==> config.mk <==
export PLATFORM = sky130hd
export DESIGN_NAME = ultrasonic_link_ctrl
export DESIGN_NICKNAME = d
export VERILOG_FILES = /design/src/rtl/ultrasonic_link_ctrl.sv
export SDC_FILE = /design/constraint.sdc
export NUM_CORES = 1
export LEC_CHECK = 0
export ABC_AREA = 1
export ABC_CLOCK_PERIOD_IN_PS = 4200
export CAP_MARGIN = 10
export CORE_ASPECT_RATIO = 1.25
export CORE_MARGIN = 2
export CORE_UTILIZATION = 50
export CTS_BUF_LIST = sky130_fd_sc_hd__clkbuf_4 sky130_fd_sc_hd__clkbuf_8 sky130_fd_sc_hd__clkbuf_16
export DETAILED_ROUTE_END_ITERATION = 16
export PLACE_DENSITY = 0.79
export SYNTH_ARGS = -nofsm -noshare
export SYNTH_HDL_FRONTEND = slang
export SYNTH_SLANG_ARGS = --single-unit
==> constraint.sdc <==
create_clock -name clk -period 4.2 [get_ports clk]
set_input_delay 0.63 -clock clk [delete_from_list [all_inputs] [get_ports clk]]
set_output_delay 0.63 -clock clk [all_outputs]
set_load 0.01 [all_outputs]
==> src/rtl/ultrasonic_link_ctrl.sv <==
// Half-duplex framing controller for the ultrasonic modem: timed TX bit stream,
// oversampled RX frame decoder, warm-up gating and echo blanking.
module ultrasonic_link_ctrl #(
  parameter int unsigned BIT_CYCLES    = 2000,
  parameter int unsigned PREAMBLE_BITS = 8,
  parameter int unsigned WARMUP_CYCLES = 5000,
  parameter int unsigned GUARD_CYCLES  = 2000
) (
  input  logic       clk,
  input  logic       rst,
  input  logic [7:0] tx_data,
  input  logic       tx_valid,
  output logic       tx_ready,
  output logic [7:0] rx_data,
  output logic       rx_valid,
  output logic       rx_frame_err,
  output logic       busy,
  output logic       modem_enable,
  output logic       modem_data_in,
  input  logic       modem_data_out
);

  localparam int unsigned TimerMaxA = (WARMUP_CYCLES > GUARD_CYCLES) ? WARMUP_CYCLES
                                                                      : GUARD_CYCLES;
  localparam int unsigned TimerMax  = (TimerMaxA > BIT_CYCLES) ? TimerMaxA : BIT_CYCLES;
  localparam int unsigned TW        = $clog2(TimerMax);
  localparam int unsigned IdxMax    = (PREAMBLE_BITS > 8) ? PREAMBLE_BITS : 8;
  localparam int unsigned IW        = $clog2(IdxMax);
  localparam int unsigned BW        = $clog2(BIT_CYCLES);
  localparam int unsigned RW        = $clog2(PREAMBLE_BITS + 10);

  localparam logic [TW-1:0] WarmupLast = TW'(WARMUP_CYCLES - 1);
  localparam logic [TW-1:0] GuardLast  = TW'(GUARD_CYCLES - 1);
  localparam logic [TW-1:0] BitLast    = TW'(BIT_CYCLES - 1);
  localparam logic [IW-1:0] PreLast    = IW'(PREAMBLE_BITS - 1);
  localparam logic [BW-1:0] RxBitLast  = BW'(BIT_CYCLES - 1);
  localparam logic [BW-1:0] RxHalf     = BW'(BIT_CYCLES / 2);
  localparam logic [RW-1:0] RxPreBits  = RW'(PREAMBLE_BITS);
  localparam logic [RW-1:0] RxStopIdx  = RW'(PREAMBLE_BITS + 9);

  localparam logic [2:0] StWarmup   = 3'd0;
  localparam logic [2:0] StIdle     = 3'd1;
  localparam logic [2:0] StPreamble = 3'd2;
  localparam logic [2:0] StStart    = 3'd3;
  localparam logic [2:0] StData     = 3'd4;
  localparam logic [2:0] StStop     = 3'd5;
  localparam logic [2:0] StGuard    = 3'd6;

  logic [2:0]    state_q, state_d;
  logic [TW-1:0] tx_timer_q, tx_timer_d;
  logic [IW-1:0] tx_idx_q, tx_idx_d;
  logic [7:0]    tx_byte_q, tx_byte_d;
  logic          line_q, line_d;
  logic          enable_q;
  logic          sync1_q, sync2_q;
  logic          edge_q, edge_d;
  logic          rx_busy_q, rx_busy_d;
  logic [BW-1:0] rx_timer_q, rx_timer_d;
  logic [RW-1:0] rx_idx_q, rx_idx_d;
  logic [7:0]    rx_shift_q, rx_shift_d;
  logic [7:0]    rx_data_q, rx_data_d;
  logic          rx_valid_q, rx_valid_d;
  logic          rx_err_q, rx_err_d;

  logic handshake;
  logic bit_end;
  logic fell;

  assign tx_ready  = (state_q == StIdle) && !rx_busy_q && !rst;
  assign handshake = tx_valid && tx_ready;
  assign bit_end   = (tx_timer_q == BitLast);
  assign fell      = edge_q && !sync2_q;

  always_comb begin
    state_d    = state_q;
    tx_timer_d = tx_timer_q;
    tx_idx_d   = tx_idx_q;
    tx_byte_d  = tx_byte_q;
    case (state_q)
      StWarmup: begin
        if (tx_timer_q == WarmupLast) begin
          state_d    = StIdle;
          tx_timer_d = '0;
        end else begin
          tx_timer_d = tx_timer_q + TW'(1);
        end
      end
      StIdle: begin
        if (handshake) begin
          state_d    = StPreamble;
          tx_timer_d = '0;
          tx_idx_d   = '0;
          tx_byte_d  = tx_data;
        end
      end
      StPreamble: begin
        if (bit_end) begin
          tx_timer_d = '0;
          if (tx_idx_q == PreLast) begin
            state_d  = StStart;
            tx_idx_d = '0;
          end else begin
            tx_idx_d = tx_idx_q + IW'(1);
          end
        end else begin
          tx_timer_d = tx_timer_q + TW'(1);
        end
      end
      StStart: begin
        if (bit_end) begin
          tx_timer_d = '0;
          tx_idx_d   = '0;
          state_d    = StData;
        end else begin
          tx_timer_d = tx_timer_q + TW'(1);
        end
      end
      StData: begin
        if (bit_end) begin
          tx_timer_d = '0;
          if (tx_idx_q == IW'(7)) begin
            state_d  = StStop;
            tx_idx_d = '0;
          end else begin
            tx_idx_d = tx_idx_q + IW'(1);
          end
        end else begin
          tx_timer_d = tx_timer_q + TW'(1);
        end
      end
      StStop: begin
        if (bit_end) begin
          tx_timer_d = '0;
          state_d    = StGuard;
        end else begin
          tx_timer_d = tx_timer_q + TW'(1);
        end
      end
      StGuard: begin
        if (tx_timer_q == GuardLast) begin
          tx_timer_d = '0;
          state_d    = StIdle;
        end else begin
          tx_timer_d = tx_timer_q + TW'(1);
        end
      end
      default: begin
        state_d    = StWarmup;
        tx_timer_d = '0;
      end
    endcase
  end

  // Line level is derived from the next state so each bit starts on the transition edge.
  always_comb begin
    case (state_d)
      StPreamble: line_d = tx_idx_d[0];
      StStart:    line_d = 1'b0;
      StData:     line_d = tx_byte_d[tx_idx_d[2:0]];
      default:    line_d = 1'b1;
    endcase
  end

  always_comb begin
    edge_d     = sync2_q;
    rx_busy_d  = rx_busy_q;
    rx_timer_d = rx_timer_q;
    rx_idx_d   = rx_idx_q;
    rx_shift_d = rx_shift_q;
    rx_data_d  = rx_data_q;
    rx_valid_d = 1'b0;
    rx_err_d   = 1'b0;
    if (state_q != StIdle) begin
      // Blanks own echo: receiver held in hunt with a cleared edge detector.
      rx_busy_d = 1'b0;
      edge_d    = 1'b0;
    end else if (!rx_busy_q) begin
      if (fell && !handshake) begin
        rx_busy_d  = 1'b1;
        rx_timer_d = RxHalf;
        rx_idx_d   = '0;
      end
    end else if (rx_timer_q == RxBitLast) begin
      rx_timer_d = '0;
      rx_idx_d   = rx_idx_q + RW'(1);
      if (rx_idx_q < RxPreBits) begin
        if (sync2_q != rx_idx_q[0]) rx_busy_d = 1'b0;
      end else if (rx_idx_q == RxPreBits) begin
        if (sync2_q) rx_busy_d = 1'b0;
      end else if (rx_idx_q == RxStopIdx) begin
        rx_busy_d = 1'b0;
        if (sync2_q) begin
          rx_data_d  = rx_shift_q;
          rx_valid_d = 1'b1;
        end else begin
          rx_err_d = 1'b1;
        end
      end else begin
        rx_shift_d = {sync2_q, rx_shift_q[7:1]};
      end
    end else begin
      rx_timer_d = rx_timer_q + BW'(1);
    end
  end

  always_ff @(posedge clk) begin
    if (rst) begin
      state_q    <= StWarmup;
      tx_timer_q <= '0;
      tx_idx_q   <= '0;
      tx_byte_q  <= '0;
      line_q     <= 1'b1;
      enable_q   <= 1'b0;
      sync1_q    <= 1'b1;
      sync2_q    <= 1'b1;
      edge_q     <= 1'b0;
      rx_busy_q  <= 1'b0;
      rx_timer_q <= '0;
      rx_idx_q   <= '0;
      rx_shift_q <= '0;
      rx_data_q  <= '0;
      rx_valid_q <= 1'b0;
      rx_err_q   <= 1'b0;
    end else begin
      state_q    <= state_d;
      tx_timer_q <= tx_timer_d;
      tx_idx_q   <= tx_idx_d;
      tx_byte_q  <= tx_byte_d;
      line_q     <= line_d;
      enable_q   <= 1'b1;
      sync1_q    <= modem_data_out;
      sync2_q    <= sync1_q;
      edge_q     <= edge_d;
      rx_busy_q  <= rx_busy_d;
      rx_timer_q <= rx_timer_d;
      rx_idx_q   <= rx_idx_d;
      rx_shift_q <= rx_shift_d;
      rx_data_q  <= rx_data_d;
      rx_valid_q <= rx_valid_d;
      rx_err_q   <= rx_err_d;
    end
  end

  assign rx_data       = rx_data_q;
  assign rx_valid      = rx_valid_q;
  assign rx_frame_err  = rx_err_q;
  assign busy          = (state_q != StIdle) || rx_busy_q;
  assign modem_enable  = enable_q;
  assign modem_data_in = line_q;

endmodule
* Word-level counts from Yosys, hierarchy flattened
Index checks and enable logic that the tools add are counted.
** Operators by class
- Add/subtract/negate cells :: 4
- $lt $le $gt $ge :: 2
- Equal/unequal tests :: 19
- Mux-type cells :: 40
- Bitwise logic cells :: 6
- Reductions and logical operators :: 20
** Operators with widths (number)
- 2-to-1 mux 13 bit :: 3
- 2-to-1 mux 3 bit :: 13
- case mux 13 bit (3 select lines) :: 1
- 2-to-1 mux 11 bit :: 3
- case mux 3 bit (7 select lines) :: 1
- 2-to-1 mux 8 bit :: 2
- == test 3 bit (second input constant) :: 5
- 2-to-1 mux 5 bit :: 3
- adder 13 x 1 -> 13 bit (second input constant) :: 1
- == test 13 x 11 -> 1 bit (second input constant) :: 1
- == test 13 bit (second input constant) :: 1
- == test 3 x 2 -> 1 bit (second input constant) :: 4
- adder 11 x 1 -> 11 bit (second input constant) :: 1
- == test 11 bit (second input constant) :: 1
- 2-to-1 mux 1 bit :: 11
- case mux 3 bit (3 select lines) :: 1
- AND reduction 7 bit :: 1
- OR reduction 7 bit :: 1
- inverter 1 bit :: 6
- AND reduction 6 bit :: 1
- adder 5 x 1 -> 5 bit (second input constant) :: 1
- == test 5 x 4 -> 1 bit (second input constant) :: 1
- == test 5 bit (second input constant) :: 1
- logical AND 1 bit :: 5
- 18 further kinds :: 22
** Storage, ports and cells
- Register bits after elaboration :: 67
- Input bits :: 12
- Output and inout bits :: 14
- Word-level logic and storage cells :: 107

* Depth between registers and ports, before layout
Gate-level depths: netlist of the first run.
- Depth after elaboration :: 9
- Gate-level depth with buffers :: 13
- Depth with buffers taken out :: 13

* Worst setup path before layout of the first run
Ideal clock, no wire load.
- Path type :: input to register
- From :: input port tx_valid
- To :: register line_q (netlist: modem_data_in)
- Library setup time :: 0.115 ns
- Data arrival time :: 1.696 ns
- Data required time :: 4.085 ns
- Slack :: 2.389 ns
- Cell stages on the path :: 9
- Buffers on the path :: 0
- Cell sequence :: inv_1 -> o31ai_4 -> nand2_2 -> nand2_4 -> nand3_2 -> nand2_1 -> nand2_1 -> a21oi_1 -> nand2_1
** On the way
- Longest elaborated chain between the ends :: 6
- Elaborated cells between the ends (all ways) :: 13
- Classes of those cells :: eq/ne: 3; mux: 9; reduce/logical: 1
** Ends and longest elaborated chain
- start: declaration :: RTL line 12 : input logic tx_valid,
- logical AND 1 bit * :: RTL line 70 : assign handshake = tx_valid && tx_ready;
- 2-to-1 mux 3 bit or 2-to-1 mux 8 bit (tied branches) :: RTL line 89 : if (handshake) begin
- case mux 3 bit (3 select lines) or 2-to-1 mux 8 bit (tied branches) :: RTL line 79 : case (state_q)
- binary-select mux 1 bit (select 3 bit) :: RTL line 159 : StData: line_d = tx_byte_d[tx_idx_d[2:0]];
- 2-to-1 mux 1 bit (not written as such) :: RTL line 159
- case mux 1 bit (3 select lines) * :: RTL line 156 : case (state_d)
- end signal: assignment :: RTL line 229 : line_q <= line_d;
- end: declaration :: RTL line 53 : logic line_q, line_d;
Every way passes the cells marked *; elsewhere a longest branch is shown, timed or not. The select of a mux whose other input is x is not followed.
A chain may end at the register's enable or synchronous reset.

* Worst setup path after layout of the first run
- From :: input port rst
- To :: output port tx_ready
** On the way
- Longest elaborated chain between the ends :: 2
** Ends and longest elaborated chain
- start: declaration :: RTL line 10 : input logic rst,
- logical NOT 1 bit :: RTL line 69 : assign tx_ready = (state_q == StIdle) && !rx_busy_q && !rst;
- logical AND 1 bit :: RTL line 69
- end: declaration :: RTL line 13 : output logic tx_ready,
Every way passes these cells.

==> results.cfg, run 1 <==
[global_routing]
grt.overflow.total = 0
grt_pass1_wl_um = 12600
track_usage_pct = 21.1
antenna_found_initial = 0
grt-busiest-layer = met2
gr-usage-met1_pct = 24.9
grt_util_met2_pct = 37.2
grt_max_degree = 24
grt.met3_usage_pct = 4.55
grt_pass1_vias = 2918

[cts]
cts_buffer_depth = 2
cts_tree = built
cts_root_buffer = clkbuf_8
cts.htree.levels = 3
clkSlewWorstSetupHoldPaths_ns = 0.08
cts_hold_buffers = 0
cts_buffers = 9
postCtsSetupRepairBufs = 0
clk-insertion-delay-late_ns = 0.35
cts.repair.resized = 0
clkSinkCount = 67

[hold_path]
hold_class = reg -> reg

[power_and_ir_drop]
ir_drop_v = 0.000259
internal-power_mw = 0.940
powerDensity_nw_per_um2 = 320
p_leak_nw = 1.62
net-switching-power_mw = 0.300
combPwrFrac_pct = 2.9
sw_frac_of_total_pct = 24.2
p_seq_share_pct = 51.7
p_clk_share_pct = 45.4

[timing]
finClkSkew_ns = 0.0112
fin_crit_sh_pct = 70.6
worstMarginPinSlew_ns = 0.761
holdWs_ns = 0.426
relSlewSlack_pct = 49.0
finalHoldViolCount = 0
fin_crit_ns = 2.96
fmax_mhz = 337
rsz0062_at_grt = no
fin_tns_setup_ns = 0
setup_violations = 0
slew_viol_final = 0

[routing]
vias_per_cell = 5.26
vias = 3085
drt-total-wl_um = 7330
first_pass_iters = 5
postRouteAntennaNets = 0
drc = 0
post_drt_wl_per_cell_um = 12.5
drt_iter0_markers = 179

[worst_setup_path]
worst_ep_arrival_time_ns = 2.33
startpoint_type = primary input
timing_worst_setup_path_type = in -> out
worst_setup_path_end_kind = primary output
cp.required_ns = 3.57
crit_path_max_fanout = 19

[run]
maxCapViolCount = 0

[synth]
syn-mean-instance-area_um2 = 7.17
ys_seq_elements = 67
synth_warnings = 0
synth_cell_types = 39
synth_cells = 467
yosysTopAreaCellShare_pct = 40.1
synth_top_area_cell = dfxtp_1
ys_top_cells_by_area = dfxtp_1 40%, nand2_1 8.2%, inv_1 7.4%, nor2_1 7.0%, a21oi_1 5.7%
synth_nets = 486
synth_edf_count = 0
netlist_area_um2 = 3350
synth_flop_cell = dfxtp_1
async_reset_ff_share_pct = 0
yosysSeqAreaShare_pct = 40.1

[place]
gp_congestion = 0.941
io_buffers = 25
dp_hpwl_um = 5310

[cells_and_area]
layout_commonest_cell = nand2_1
fill_cells = 636
final_nets = 514
final_util_pct = 59.4
drive_above_1_share_pct = 9.80
n_antenna_cell = 0
final_cell_mix = 73 x nand2_1, 67 x dfxtp_1, 66 x inv_1
syn2layout_area_growth_pct = 15.8

[die]
die-width_um = 77.2
coreArea_um2 = 6520
rows = 33
start_util_pct = 51.3
die_y_um = 95.5
die_area_um2 = 7370
boundaryPins = 26

[outcome]
status = complete, no violations
[final timing paths]
| path | startpoint | cells past startpoint | slack (ns) | end |
|---|---|---|---|---|
| setup / recovery | rst | 3 | 1.24 | tx_ready |
| hold / removal | sync1_q | 1 | 0.43 | sync2_q |
| setup reg to reg | rx_timer_q[0] | 8 | 2.12 | rx_shift_q[1] |
| hold reg to reg | sync1_q | 1 | 0.43 | sync2_q |
[power groups by stage]
stage          combinational, mW  clock [mW]  sequential, mW
5_1_grt                   0.0391       0.595           0.642
3_5_place_dp              0.0353           0           0.656
4_1_cts                   0.0356       0.569           0.641
2_1_floorplan             0.0189           0           0.656
3_3_place_gp              0.0349           0           0.656
6_report                  0.0356       0.563           0.641
[logic make-up after synthesis]
| kind of cell | count (synthesis) | synth area share, % |
|---|---|---|
| and+or+nand+nor | 221 | 32.0 |
| AOI/OAI and AO/OA | 85 | 13.9 |
| buffers and inverters | 80 | 9.53 |
| DFF | 67 | 40.1 |
| xor gates and xnor gates | 7 | 1.83 |
| adders and majority gates | 7 | 2.62 |
[per-layer routing]
metal	part of all wire [%]	wire (µm)
met1	43	3170
met4	2.5	181
met3	3.8	275
met2	51	3710
met5	0	0
[area by class of cell]
cell class | instances | area, µm² | area share [%]
Timing Repair Buffer | 27 | 265 | 6.85
Multi-Input combinational cell | 320 | 1690 | 43.5
Clock buffer | 9 | 124 | 3.20
Tap cell | 87 | 109 | 2.81
Inverter | 70 | 267 | 6.88
Sequential cell | 67 | 1340 | 34.6
Clock inverter | 7 | 82.6 | 2.13
[stage by stage]
| step | power [mW] | instance area, µm² | instances | setup WS (ns) |
|---|---|---|---|---|
| finish | 1.24 | 3870 | 587 | 1.24 |
| global route | 1.28 | 3870 | 587 | 1.14 |
| CTS | 1.25 | 3870 | 587 | 1.24 |
| detailed placement | 0.692 | 3670 | 571 | 1.25 |
| global placement | 0.691 | 3670 | 571 | 1.26 |
| floorplan | 0.675 | 3350 | 467 | 2.39 |
[state kept, by name, summed over array words and instances, names as in the netlist]
register,cells
edge_q,1
modem_data_in,1
modem_enable,1
rx_busy_q,1
rx_data,8
rx_frame_err,1
rx_idx_q,5
rx_shift_q,8
rx_timer_q,11
rx_valid,1
state_q,3
sync1_q,1
sync2_q,1
tx_byte_q,8
tx_idx_q,3
tx_timer_q,13
[critical path, stage by stage]
cell	delay, ns
clkdlybuf4s50_1	0.77
nor3_2	0.35
clkdlybuf4s50_1	0.58
[cells in the mapped netlist, types with 3 or more instances]
cell type	n
nand2_4	4
nor3_2	4
dfxtp_1	67
nor2_1	62
inv_1	66
buf_2	3
o21ai_1	4
ha_1	7
nand2_2	5
nor4_1	4
nand2_1	73
nand4_1	8
nor3_1	10
clkbuf_1	4
xor2_1	5
nand3_1	37
nand3_2	5
o21ai_0	32
a21oi_1	38
buf_4	3
Power figures use the tool's default switching activity.
==> run 2: changes to the inputs <==
ABC_CLOCK_PERIOD_IN_PS = 2500   (was 4200)
PLACE_DENSITY = 0.82   (was 0.79)
clock period = 2.5 ns   (was 4.2 ns; I/O delays follow)
==> run 2 against run 1 <==
Against the previous run:
- register-to-register slack got worse by 1.7 ns
- utilization up 0.61 points
- clock-buffer cell count stayed put
- routed wire length increased by 0.80%
- power is 73% higher
- largest power group unchanged
- highest routed layer unchanged
==> results.cfg, run 2 (synthesis gave the netlist of run 1 again) <==
[cts]
cts_root_buffer = clkbuf_8
cts_buffer_depth = 2
clkSlewWorstSetupHoldPaths_ns = 0.07
cts.repair.resized = 0
cts.htree.levels = 3
cts_tree = built
postCtsSetupRepairBufs = 0
clkSinkCount = 67
cts_hold_buffers = 0
clk-insertion-delay-late_ns = 0.34
cts_buffers = 9

[routing]
vias = 3145
drc = 0
drt_iter0_markers = 167
vias_per_cell = 5.33
first_pass_iters = 5
post_drt_wl_per_cell_um = 12.5
postRouteAntennaNets = 0
drt-total-wl_um = 7390

[die]
die_area_um2 = 7370
boundaryPins = 26
coreArea_um2 = 6520
die_y_um = 95.5
die-width_um = 77.2
rows = 33
start_util_pct = 51.3

[power_and_ir_drop]
p_leak_nw = 1.65
p_clk_share_pct = 46.9
internal-power_mw = 1.67
combPwrFrac_pct = 2.8
ir_drop_v = 0.000479
p_seq_share_pct = 50.3
net-switching-power_mw = 0.474
sw_frac_of_total_pct = 22.1
powerDensity_nw_per_um2 = 548

[timing]
setup_violations = 0
fin_crit_sh_pct = 89.0
worstMarginPinSlew_ns = 0.450
fin_crit_ns = 2.22
finalHoldViolCount = 0
slew_viol_final = 0
fin_tns_setup_ns = 0
rsz0062_at_grt = no
finClkSkew_ns = 0.00779
fmax_mhz = 450
relSlewSlack_pct = 69.9

[global_routing]
grt_pass1_wl_um = 12700
track_usage_pct = 21.3
grt_util_met2_pct = 39.0
grt-busiest-layer = met2
antenna_found_initial = 0
grt_max_degree = 28
grt.overflow.total = 0
grt_pass1_vias = 3014
grt.met3_usage_pct = 4.07
gr-usage-met1_pct = 24.0

[hold_path]
worstHoldStart = sync1_q
hold_class = reg -> reg
min_path_cells = 1

[cells_and_area]
drive_above_1_share_pct = 10.3
multi_input_area_um2 = 1690
seq_area_um2 = 1340
n_antenna_cell = 0
final_nets = 517
design_area_um2 = 3920
largest_reg_flops = 13
fill_cells = 589
final_cell_mix = 73 x nand2_1, 67 x dfxtp_1, 66 x inv_1
largest-register = tx_timer_q
syn2layout_area_growth_pct = 17.0
layout_commonest_cell = nand2_1
reg.largest.list = tx_timer_q (13), rx_timer_q (11)

[worst_setup_path]
crit_path_max_fanout = 6
r2r_start = tx_timer_q[0]
slowest_stage = clkdlybuf4s50_1
startpoint = state_q[1]
startpoint_type = flop
worst_ep_arrival_time_ns = 1.85
slowest_delay_ns = 0.54
timing_worst_setup_path_type = reg -> out
ff2ff_path_depth = 10
worst_setup_path_end_kind = primary output
crit_path_cell_trace = nor2_2, nand2_2, clkinv_2, nand2_1, clkdlybuf4s50_1
cp.required_ns = 2.12

[outcome]
status = complete, no violations

[place]
gp_congestion = 1.01
io_buffers = 25
placed_cell_area_um2 = 3690
dp_hpwl_um = 5310

[run]
maxCapViolCount = 0
[run 2: final timing paths]
check             endpoint  slack (ns)
max                   busy        0.28
min                sync2_q        0.42
max reg2reg  tx_timer_q[8]        0.47
min reg2reg        sync2_q        0.42
[run 2: per-stage QoR]
stage	utilization [%]	total power, mW	worst slack (ns)	hold WS (ns)	instances
after floorplan	-	1.13	0.874	0.389	467
final	60.0	2.14	0.276	0.419	590
after detailed placement	56.6	1.16	0.310	0.404	574
after global placement	56.6	1.16	0.369	0.392	574
after global routing	60.0	2.22	0.217	0.440	590
after CTS	60.0	2.16	0.287	0.421	590
[run 2: power groups by stage]
stage	logic [mW]	clock network (mW)	registers, mW
after detailed placement	0.0601	0	1.10
final	0.0605	1.01	1.08
after floorplan	0.0318	0	1.10
after CTS	0.0602	1.02	1.08
after global routing	0.0672	1.07	1.08
after global placement	0.0590	0	1.10
[run 2: critical path: cells and delay by family, from the launching register on]
kind,cells,cell delay [ns]
DFF,1,0.46
and+or+nand+nor,3,0.34
buffers and inverters,2,0.71
[run 2: metal layers]
metal	up-vias	routed length, µm
li1	1585	-
met1	1445	3090
met2	98	3800
met3	17	360
met4	0	149
met5	-	0
[run 2: area by class of cell]
| class | instances | share of cell area, % |
|---|---|---|
| clock buffers | 9 | 3.16 |
| clock inverters | 7 | 2.56 |
| well taps | 87 | 2.78 |
| flip-flops and latches | 67 | 34.3 |
| repair buffers | 30 | 7.35 |
| inverters | 70 | 6.81 |
| multi-input cells | 320 | 43.1 |
==> variant, RTL diff (config.mk and constraints of run 1) <==
Change the parameter `WARMUP_CYCLES` from 5000 to 10000.
--- a/src/rtl/ultrasonic_link_ctrl.sv
+++ b/src/rtl/ultrasonic_link_ctrl.sv
@@ -3,7 +3,7 @@
 module ultrasonic_link_ctrl #(
   parameter int unsigned BIT_CYCLES    = 2000,
   parameter int unsigned PREAMBLE_BITS = 8,
-  parameter int unsigned WARMUP_CYCLES = 5000,
+  parameter int unsigned WARMUP_CYCLES = 10000,
   parameter int unsigned GUARD_CYCLES  = 2000
 ) (
   input  logic       clk,
Function: no difference found for any inputs over 10 cycles, from zero or initial values and one cycle with rst high; that may be too few to reach the edited logic, so the function may still have changed.
==> variant against run 1 <==
  * Non-clock buffer count increased by 1
  * Sequential cell count increased by 1
  * Critical path depth increased by 1
  * Clock power decreased by 1%
  * Clock skew decreased by 0.94 ps
  * Worst setup slack improved by 330 ps
  * Wire length increased by 0.86%
  * Global-route usage increased by 0.26 points
  * Synthesized area increased by 1.5%
  * Power increased by 0.12%
  * Cell area increased by 1.3%
  * Largest cell class unchanged
  * Largest power group unchanged
==> variant: results (changes against run 1) <==
First-pass detailed-route iteration total - 4 (-1)
CP max FO - 28 (+9)
Status - completed
Vias in the first global route - 3109 (+6.5%)
Max-slew headroom - 0.668 (+0.178)
Static leakage - 1.58 nW (-2.5%)
Total track usage - 0.214 (+0.00260)
First-pass GRT wire length - 13000 um (+2.6%)
Pin count of the biggest net entering global routing - 29 (+21%)
Area contributors post-synth - dfxtp_1 40%, nor2_1 9.3%, nand2_1 7.0%, nand3_1 5.0%, inv_1 4.9%
Final net count - 516 (+0.39%)
Synthesized area per cell - 7.26 um^2 (+1.3%)
DRT iter0 DRCs - 176 (-1.7%)
Routed WL - 7400 um (+0.86%)
Placer Congestion - 0.933 (-0.86%)
Yosys cell types - 46 (+18%)
Worst ir drop on vdd - 233 uV (-10%)
Int Power - 0.946 mW (+0.74%)
Placed instance count - 573 (+0.35%)
Synth Net Count - 487 (+0.21%)
Vias/cell - 5.35 (+1.9%)
Multiplexer share of the synthesized area - 0.00295 (+0.00295)
# fillers - 587 (-7.7%)
Synth Area in XOR/XNOR - 0.0180 (-0.000270)
Worst clock skew - 10.3 ps (-0.936 ps)
Largest regs - tx_timer_q (14), rx_timer_q (11)
Complex-gate fraction of the synthesized area - 0.135 (-0.00463)
Post-synthesis adder-cell area fraction - 0.0258 (-0.000386)
Post-CTS Setup Repair Bufs - 0 (unchanged)
WL/cell - 12.6 um (+0.52%)
Final HPWL DP - 5420 um (+2.2%)
Layout cells sized above 1 - 0.120 (+0.0215)
Synth top cells by count - 84 x nor2_1, 68 x dfxtp_1, 63 x nand2_1, 44 x inv_1, 34 x nand3_1
## variant: cell types whose count changed after synthesis, sizes merged, moves of 2 or more
| cell | change |
|---|---|
| nor4 | -3 |
| nand3 | -5 |
| nor3 | +12 |
| inv | -16 |
| o211ai | +3 |
| nand2 | -10 |
| a31oi | -2 |
| a21oi | -12 |
| or2 | +4 |
| nor2 | +24 |
## variant: power by group through the flow
| stage | clock network [mW] | logic [mW] | registers, mW |
|---|---|---|---|
| after floorplan | 0 | 0.0184 | 0.666 |
| after global placement | 0 | 0.0348 | 0.666 |
| after detailed placement | 0 | 0.0351 | 0.666 |
| after CTS | 0.564 | 0.0350 | 0.651 |
| after global routing | 0.595 | 0.0382 | 0.652 |
| final | 0.555 | 0.0348 | 0.651 |
## variant: cells by family after synthesis
kind of cell	count (synthesis)
buffers and inverters	64
flip-flops	68
AO/OA/AOI/OAI	78
AND/OR/NAND/NOR	243
multiplexers	1
XOR/XNOR	7
adder cells (fa/ha/maj)	7
## variant: layer usage
layer  track usage  routed length (um)  vias to the layer above
li1              -                   -                     1608
met1         0.235                3160                     1457
met2         0.386                3800                       70
met3        0.0441                 266                       19
met4         0.118                 169                        0
met5             0                   0                        -
## variant: path summary, 6_finish.rpt
check | from | to | slack, ps
max | rst | tx_ready | 1570
max reg2reg | state_q[0] | rx_timer_q[10] | 1910
min reg2reg | sync1_q | sync2_q | 420
min | sync1_q | sync2_q | 420
## variant: worst max-delay path, cell delays in order
cell and delay [ps]:
clkdlybuf4s50_1 480, buf_4 310, nor2_1 90, clkdlybuf4s50_1 480
## variant: metrics by stage
stage | cell area [um^2] | setup WS (ps)
2_1_floorplan | 3400 | 2310
3_3_place_gp | 3720 | 1330
3_5_place_dp | 3720 | 1300
4_1_cts | 3930 | 1560
5_1_grt | 3930 | 1410
6_report | 3930 | 1570
## variant: cell type report
cell class,count,area (um^2),area share
Multi-Input combinational cell,336,1780,0.453
Sequential cell,68,1360,0.347
Timing Repair Buffer,28,273,0.0695
Inverter,54,203,0.0516
Clock buffer,9,124,0.0315
Tap cell,87,109,0.0277
Clock inverter,7,80.1,0.0204
